**src/rtl/mailbox_irq_arbiter.sv**
```systemverilog
// ============================================================================
// Module   : mailbox_irq_arbiter
// Function : Round-robin interrupt arbiter with a claim/complete handshake
//            for per-mailbox receive and send interrupt levels.
// Revision : 1.0
// ============================================================================
`default_nettype none

module mailbox_irq_arbiter #(
  parameter int NumMbox = 4,
  parameter int IdWidth = (NumMbox > 1) ? $clog2(NumMbox) : 1
) (
  input  logic               clk_i,
  input  logic               rst_ni,
  input  logic [NumMbox-1:0] rcv_irq_i,
  input  logic [NumMbox-1:0] snd_irq_i,
  output logic               irq_o,
  output logic [IdWidth-1:0] irq_id_o,
  output logic               irq_snd_o,
  input  logic               claim_i,
  input  logic               complete_i,
  input  logic [IdWidth-1:0] complete_id_i,
  input  logic               complete_snd_i,
  output logic               err_o
);

  localparam int c_NUM_SRC = 2 * NumMbox;
  localparam int c_SRC_W   = $clog2(c_NUM_SRC);

  typedef enum logic [1:0] {
    ST_ARB    = 2'd0,
    ST_NOTIFY = 2'd1,
    ST_BUSY   = 2'd2
  } state_e;

  typedef enum logic [1:0] {
    GW_IDLE = 2'd0,
    GW_PEND = 2'd1,
    GW_CLMD = 2'd2
  } gw_e;

  state_e               r_state;
  logic [c_SRC_W-1:0]   r_rr;
  logic [c_SRC_W-1:0]   r_sel;
  logic                 r_irq;
  logic [IdWidth-1:0]   r_irq_id;
  logic                 r_irq_snd;
  logic                 r_err;

  logic [c_NUM_SRC-1:0] w_src;
  logic [c_NUM_SRC-1:0] w_pend;
  logic [c_NUM_SRC-1:0] w_req;
  logic                 w_found;
  logic [c_SRC_W-1:0]   w_win;
  logic [IdWidth-1:0]   w_win_id;
  logic                 w_win_snd;
  logic [c_SRC_W-1:0]   w_rr_next;
  logic                 w_id_ok;
  logic                 w_cmp_match;
  logic                 w_claim_ok;
  logic                 w_cmp_ok;
  logic                 w_withdraw;
  logic                 w_err;

  assign w_src = {snd_irq_i, rcv_irq_i};
  // A pending source whose level already fell is about to go idle; skip it.
  assign w_req = w_pend & w_src;

  genvar s;
  generate
    for (s = 0; s < c_NUM_SRC; s++) begin : g_gw
      gw_e r_gw;
      always_ff @(posedge clk_i or negedge rst_ni) begin
        if (!rst_ni) begin
          r_gw <= GW_IDLE;
        end else begin
          case (r_gw)
            GW_IDLE: if (w_src[s]) r_gw <= GW_PEND;
            GW_PEND: begin
              if (w_claim_ok && (r_sel == c_SRC_W'(s))) r_gw <= GW_CLMD;
              else if (!w_src[s])                       r_gw <= GW_IDLE;
            end
            GW_CLMD: if (w_cmp_ok && (r_sel == c_SRC_W'(s))) r_gw <= GW_IDLE;
            default: r_gw <= GW_IDLE;
          endcase
        end
      end
      assign w_pend[s] = (r_gw == GW_PEND);
    end
  endgenerate

  always_comb begin
    int unsigned v_idx;
    v_idx   = 0;
    w_found = 1'b0;
    w_win   = '0;
    for (int k = 0; k < c_NUM_SRC; k++) begin
      v_idx = int'(r_rr) + k;
      if (v_idx >= c_NUM_SRC) v_idx = v_idx - c_NUM_SRC;
      if (!w_found && w_req[c_SRC_W'(v_idx)]) begin
        w_found = 1'b1;
        w_win   = c_SRC_W'(v_idx);
      end
    end
  end

  always_comb begin
    w_win_snd = (int'(w_win) >= NumMbox);
    w_win_id  = IdWidth'(int'(w_win) - (w_win_snd ? NumMbox : 0));
  end

  assign w_rr_next = (r_sel == c_SRC_W'(c_NUM_SRC - 1)) ? '0 : r_sel + 1'b1;

  assign w_id_ok     = (int'(complete_id_i) < NumMbox);
  assign w_cmp_match = w_id_ok &&
                       ((int'(complete_id_i) + (complete_snd_i ? NumMbox : 0)) == int'(r_sel));

  assign w_claim_ok = claim_i && (r_state == ST_NOTIFY);
  assign w_cmp_ok   = complete_i && (r_state == ST_BUSY) && w_cmp_match;
  assign w_withdraw = (r_state == ST_NOTIFY) && !claim_i && !w_src[r_sel];
  assign w_err      = (claim_i && (r_state != ST_NOTIFY)) ||
                      (complete_i && ((r_state != ST_BUSY) || !w_cmp_match));

  always_ff @(posedge clk_i or negedge rst_ni) begin
    if (!rst_ni) begin
      r_state   <= ST_ARB;
      r_rr      <= '0;
      r_sel     <= '0;
      r_irq     <= 1'b0;
      r_irq_id  <= '0;
      r_irq_snd <= 1'b0;
      r_err     <= 1'b0;
    end else begin
      r_err <= w_err;
      case (r_state)
        ST_ARB: begin
          if (w_found) begin
            r_sel     <= w_win;
            r_irq     <= 1'b1;
            r_irq_id  <= w_win_id;
            r_irq_snd <= w_win_snd;
            r_state   <= ST_NOTIFY;
          end
        end
        ST_NOTIFY: begin
          if (claim_i) begin
            r_irq   <= 1'b0;
            r_rr    <= w_rr_next;
            r_state <= ST_BUSY;
          end else if (w_withdraw) begin
            r_irq   <= 1'b0;
            r_state <= ST_ARB;
          end
        end
        ST_BUSY: begin
          if (w_cmp_ok) r_state <= ST_ARB;
        end
        default: r_state <= ST_ARB;
      endcase
    end
  end

  assign irq_o     = r_irq;
  assign irq_id_o  = r_irq_id;
  assign irq_snd_o = r_irq_snd;
  assign err_o     = r_err;

endmodule

`default_nettype wire

```
**config.mk**
```make
export PLATFORM = sky130hd
export DESIGN_NAME = mailbox_irq_arbiter
export DESIGN_NICKNAME = d
export VERILOG_FILES = /design/src/rtl/mailbox_irq_arbiter.sv
export SDC_FILE = /design/constraint.sdc
export NUM_CORES = 1
export LEC_CHECK = 0
export ABC_AREA = 1
export CAP_MARGIN = 20
export CORE_MARGIN = 2
export CORE_UTILIZATION = 50
export DETAILED_ROUTE_END_ITERATION = 10
export PLACE_DENSITY = 0.71
export SYNTH_ARGS = -nofsm -noshare
export SYNTH_HDL_FRONTEND = slang
export SYNTH_SLANG_ARGS = --single-unit
```
**constraint.sdc**
```tcl
create_clock -name clk_i -period 2.4 [get_ports clk_i]
set_input_delay 0.48 -clock clk_i [delete_from_list [all_inputs] [get_ports clk_i]]
set_output_delay 0.48 -clock clk_i [all_outputs]
set_load 0.03 [all_outputs]
```
==> impl_summary.txt <==
----------------------------------------------------
[GRT]
  First-pass GRT wire length ... 8880 um
  Maximum number of pins on one net before global-route repair ... 27
  Antenna violations before repair ... 0
  Via count of the first global-routing pass ... 1962
  Tot GR Track Use ... 0.223
  Global route total overflow ... 0

[Route]
  Detailed Route WL ... 5220 um
  Remaining number of nets flagged by the antenna check after routing ... 0
  Count of TritonRoute iterations in the first routing pass ... 4
  Avg Vias per Cell ... 5.37
  Total number of vias ... 2112
  Per-cell routed wire length ... 13.3 um
  Post-route DRC violation count ... 0
  Number of DRC violations after detailed-routing iteration 0 ... 85

[Floorplanning]
  Die outline height ... 70.5 um
  Initial core utilization ... 0.514
  Horizontal die dimension ... 70.5 um
  Full die area ... 4960 um2
  Area of the core ... 4290 um2
  Number of placement rows ... 24
  Top-Level Pins ... 20

[Clock network]
  Post-CTS setup buffer count ... 0
  CTS buffer count ... 3
  Skew-Pair Late Insertion Delay ... 0.28 ns
  CTS Sinks ... 26
  TritonCTS clock tree ... done
  Total number of H-tree levels ... 1
  Clock Pin Slew Worst Setup and Hold Paths ... 0.10 ns
  CTS Root Cell ... sky130_fd_sc_hd__clkbuf_8
  Maximum buffer depth of the clock tree ... 2

[Power]
  Max rail drop VDD ... 0.807 mV
  Int Power ... 1720 uW
  Clock group share of total power ... 0.099
  Share of total power in combinational logic ... 0.722
  Static Leak ... 0.00124 uW
  Power Density ... 1510 nW/um2
  Switching share of power ... 0.549
  Fraction of power consumed by sequential logic ... 0.180
  PnR Total Power ... 3820 uW
  Switch Pwr ... 2100 uW

[Cells and area]
  Cell area after layout ... 2530 um2
  Final Net Count ... 365
  Area growth, synth to finish ... 14.4%
  Share of final-layout standard cells stronger than drive strength 1 ... 0.106
  Fillers ... 425
  Antenna cells ... 0

[Logic synthesis]
  Top area cells in the synthesized netlist ... sky130_fd_sc_hd__dfrtp_1 (29%), sky130_fd_sc_hd__nand3_1 (13%), sky130_fd_sc_hd__nand2_1 (13%)
  Share of the yosys chip area belonging to registers ... 0.295
  Portion of synthesized cell area occupied by the leading cell type ... 0.295
  Seq cells post-synth ... 26
  Cell taking the most area after synthesis ... sky130_fd_sc_hd__dfrtp_1
  Most common library cells after synthesis ... sky130_fd_sc_hd__nand2_1 (76), sky130_fd_sc_hd__nand3_1 (58), sky130_fd_sc_hd__inv_1 (41)
  Number of cells produced by synthesis ... 319
  Count of distinct cell types in the synthesized netlist ... 30
  Top_reg_cell synth ... sky130_fd_sc_hd__dfrtp_1
  Number of enable-type register cells in the synthesized netlist ... 0
  Count of yosys warnings during synthesis ... 0
  Async S/R FF share, synth ... 1.00
  Net count of the mapped netlist ... 342
  Post-synthesis area per instance ... 6.92 um2
  Post-synth design cell area ... 2210 um2
  Most numerous cell in the Yosys netlist ... sky130_fd_sc_hd__nand2_1

[Placement]
  Setup WS pre-CTS ... 0.0180 ns
  Half-perimeter wire length after detailed placement ... 4140 um
  Placed standard-cell area ... 2450 um2
  Port bufs ... 19
  Placer congestion estimate ... 1.03

[Timing]
  Fin Setup TNS ... 0 ns
  Number of max-slew violations in the final report ... 0
  Min Tclk post-route ... 2.18 ns
  Max transition margin ... 0.649
  Final setup violation count ... 0
  Worst-margin pin slew ... 0.526 ns
  Unrepaired setup endpoints after global routing ... false
  Setup clock skew after layout ... 0.00654 ns
  Highest attainable clock frequency ... 460 MHz
  Final worst-path setup slack ... 0.225 ns
  Final Hold Violating Endpoints ... 0
  Hold_ws ... 0.433 ns
  Period utilisation layout ... 0.906

[Critical path]
  CP startpoint kind ... register
  Crit-path slowest cell ... sky130_fd_sc_hd__ha_2
  Required time at the endpoint of the critical path ... 2.59 ns
  Critical Path End Type ... register
  Type of the setup path with the least slack ... reg2reg
  Cells traversed along the worst timing path ... inv_2 -> ha_2 -> inv_2 -> nand3_1 -> nand3_1 -> nand2_4 -> nand4_4 -> nor2_4 -> nand4_1 -> nor2_1 -> nor2_1 -> nand2_1 -> nand2_1
  Crit path largest cell delay ... 0.41 ns
  Critical Path Fanout Max ... 9
  Data arrival time of the critical path ... 2.36 ns

[Min path]
  Hold Path Class ... reg2reg

[Run]
  Maximum Capacitance Violations ... 0

[Status]
  Run status ... complete, no violations

----------------------------------------------------
[critical path, delay by kind of cell (launching register included)]
kind | cells | cell delay, ns
adder cells (fa/ha/maj) | 1 | 0.41
buffers and inverters | 2 | 0.17
flip-flops | 1 | 0.39
AND/OR/NAND/NOR | 10 | 1.11
[cell type report]
| type | instances | area [um2] | share of cell area |
|---|---|---|---|
| clock buffer | 3 | 41.3 | 0.0163 |
| clock inverter | 1 | 30.0 | 0.0119 |
| inverter | 50 | 188 | 0.0743 |
| multi-input combinational | 236 | 1320 | 0.521 |
| sequential | 26 | 651 | 0.258 |
| tap | 52 | 65.1 | 0.0258 |
| timing repair buffer | 25 | 235 | 0.0931 |
[stage by stage]
step / utilization / instances
finish: 0.588 / 393
detailed placement: 0.571 / 389
CTS: 0.588 / 393
floorplan: - / 319
global route: 0.588 / 393
global placement: 0.571 / 389
[final timing paths]
check	start	to	slack, ns	cells past startpoint
max in group asynchronous	rst_ni	g_gw[7].r_gw[1]	1.59	2
min reg2reg	g_gw[1].r_gw[1]	g_gw[1].r_gw[0]	0.43	1
max	r_rr[1]	r_sel[1]	0.22	13
min	g_gw[1].r_gw[1]	g_gw[1].r_gw[0]	0.43	1
min in group asynchronous	rst_ni	r_state[1]	0.56	2
max reg2reg	r_rr[1]	r_sel[1]	0.22	13
[sequential cells by signal (all words and copies together) (netlist names)]
register   count
err_o          1
r_rr           3
irq_o          1
r_sel          2
g_gw.r_gw     16
irq_snd_o      1
r_state        2
[kinds of logic (layout without fill, tap and decap cells)]
logic type / Yosys count / count (layout) / share of synthesized area
AOI/OAI and AO/OA: 34 / 34 / 0.0975
and+or+nand+nor: 188 / 188 / 0.413
xor gates and xnor gates: 6 / 6 / 0.0391
DFF: 26 / 26 / 0.295
buffers and inverters: 57 / 79 / 0.110
adders and majority gates: 8 / 8 / 0.0453
[power by group through the flow]
stage               registers [uW]  clock network [uW]  logic [uW]
global placement               692                   0        2730
detailed placement             693                   0        2730
CTS                            687                 386        2740
floorplan                      705                   0        2160
finish                         686                 377        2760
global route                   706                 402        3100
[repair_timing]
item | in CTS | in global routing
endpoints found under the setup margin | 0 | 1
hold endpoints to repair | 0 | 0
hold buffers | 0 | 0
resized for setup | 0 | 1
[per-layer routing]
layer,wire (um),global-route usage,vias up
met1,2530,0.315,960
li1,-,-,1100
met3,206,0.0289,8
met4,61,0.0534,0
met5,0,0,-
met2,2420,0.362,44
[placed cells by master, fill, tap and decap left out, drive strengths merged, types with 8 or more instances in the layout]
| master | synthesis | routed |
|---|---|---|
| dfrtp | 26 | 26 |
| nor2 | 20 | 20 |
| o21ai | 11 | 11 |
| o31ai | 8 | 8 |
| inv | 48 | 48 |
| clkdlybuf4s50 | 0 | 19 |
| nor3 | 13 | 13 |
| nand2 | 82 | 82 |
| ha | 8 | 8 |
| nand4 | 9 | 9 |
| nand3 | 62 | 62 |
Power figures use the tool's default switching activity.
==> variant, RTL diff (same settings) <==
`NumMbox`: 4 -> 2.
--- a/src/rtl/mailbox_irq_arbiter.sv
+++ b/src/rtl/mailbox_irq_arbiter.sv
@@ -8,5 +8,5 @@
 
 module mailbox_irq_arbiter #(
-  parameter int NumMbox = 4,
+  parameter int NumMbox = 2,
   parameter int IdWidth = (NumMbox > 1) ? $clog2(NumMbox) : 1
 ) (
Interface: changed (resized complete_id_i, irq_id_o, rcv_irq_i and snd_irq_i); port bits go from 20 to 14. No check against the original RTL was run, so the function may have changed too.
==> variant against the original RTL <==
  * Total power decreased by 56%
  * Area after synthesis shrank 49%
  * Non-clock buffer count decreased by 11
  * Sequential cell count is 9 lower
  * Register-to-register slack better by 0.31 ns
  * Final area shrank 48%
  * Wire length decreased by 52%
  * Setup slack improved by 0.066 ns
  * Highest routed layer unchanged
  * Utilization up 1.6 points
  * Synthesized cell count down 53%
  * Sequential power fell by 23%
==> variant: results (changes against the original RTL) <==
* Status: completed
- Launch point of the worst reg-to-reg path: r_rr[0]$_DFFE_PN0P_
* Post-Synth Adder-Cell Area: 4.42% (-0.12 points)
- The post-detailed-route via-to-cell ratio came to 5.32 (-1.1%).
- The routability-driven placement congestion ratio is 0.964 (-6.1%).
- The HPWL after detailed placement was 1.93 mm (-53%).
- Area contributors post-synth: sky130_fd_sc_hd__dfrtp_1, sky130_fd_sc_hd__nand2_1, sky130_fd_sc_hd__nand3_1, sky130_fd_sc_hd__inv_1, sky130_fd_sc_hd__nand4_1
- Final wirelength: 2.51 mm (-52%)
- Most numerous cell types in the synthesized netlist: sky130_fd_sc_hd__nand2_1, sky130_fd_sc_hd__inv_1, sky130_fd_sc_hd__nand3_1
* Number of buffers other than clock buffers in the final layout: 14 (-44%)
- R2R cell count: 11 (-2)
- In this run the clock root is driven by a sky130_fd_sc_hd__clkbuf_4.
* Largest net degree at the start of global routing: 18 (-33%)
- Complex-gate fraction of the synthesized area: 10.6% (+0.85 points)
- The total of buffers placed on input and output ports is 13 (-6).
* Number of fill cells in the layout: 221 (-48%)
- The slew at the pin closest to its max-slew limit is 0.510 ns (-0.0166 ns).
* Endpoint of the most critical register-to-register path: r_sel[0]$_DFFE_PN0P_
* Worst-case setup margin in the final layout: 0.291 ns (+0.0661 ns)
* Total global routing track utilization: 22.0% (-0.30 points)
* Multi-input gate area in the final layout: 599 um2 (-54%)
- Multi-input gates: 107 (-55%)
* Clock Network Area Fraction: 2.10% (-0.72 points)
* Area of the die: 2660 um2 (-46%)
- Flip-flop count of the largest register, all copies and words added: 8 (-8)
* Logic inverters: 23 (-54%)
- The endpoint arrival time on the critical path came to 1.63 ns (-0.73 ns).
==> variant: cell types whose count changed after synthesis, sizes merged, moves of 5 or more <==
cell,before,now
inv,48,23
nor2,20,13
a211oi,7,2
nor3,13,0
nand3,62,19
nand2,82,38
dfrtp,26,17
==> variant: power by group <==
group          internal (W)  switching (W)  leakage, nW  total (W)
Clock             0.0000621       0.000102       0.0177   0.000165
Sequential         0.000379       0.000150        0.212   0.000529
Combinational      0.000368       0.000607        0.413   0.000975
==> variant: stage by stage <==
step	hold slack, ns	util, %
after detailed placement	0.418	59.2
final	0.434	60.4
after floorplan	0.184	-
after CTS	0.435	60.4
after global placement	0.407	59.2
after global routing	0.459	60.4
==> variant: per-layer routing <==
metal	global-route usage [%]	wire length, um
met5	0	0
met4	4.39	37
met3	5.46	112
met2	36.3	1180
met1	29.4	1170
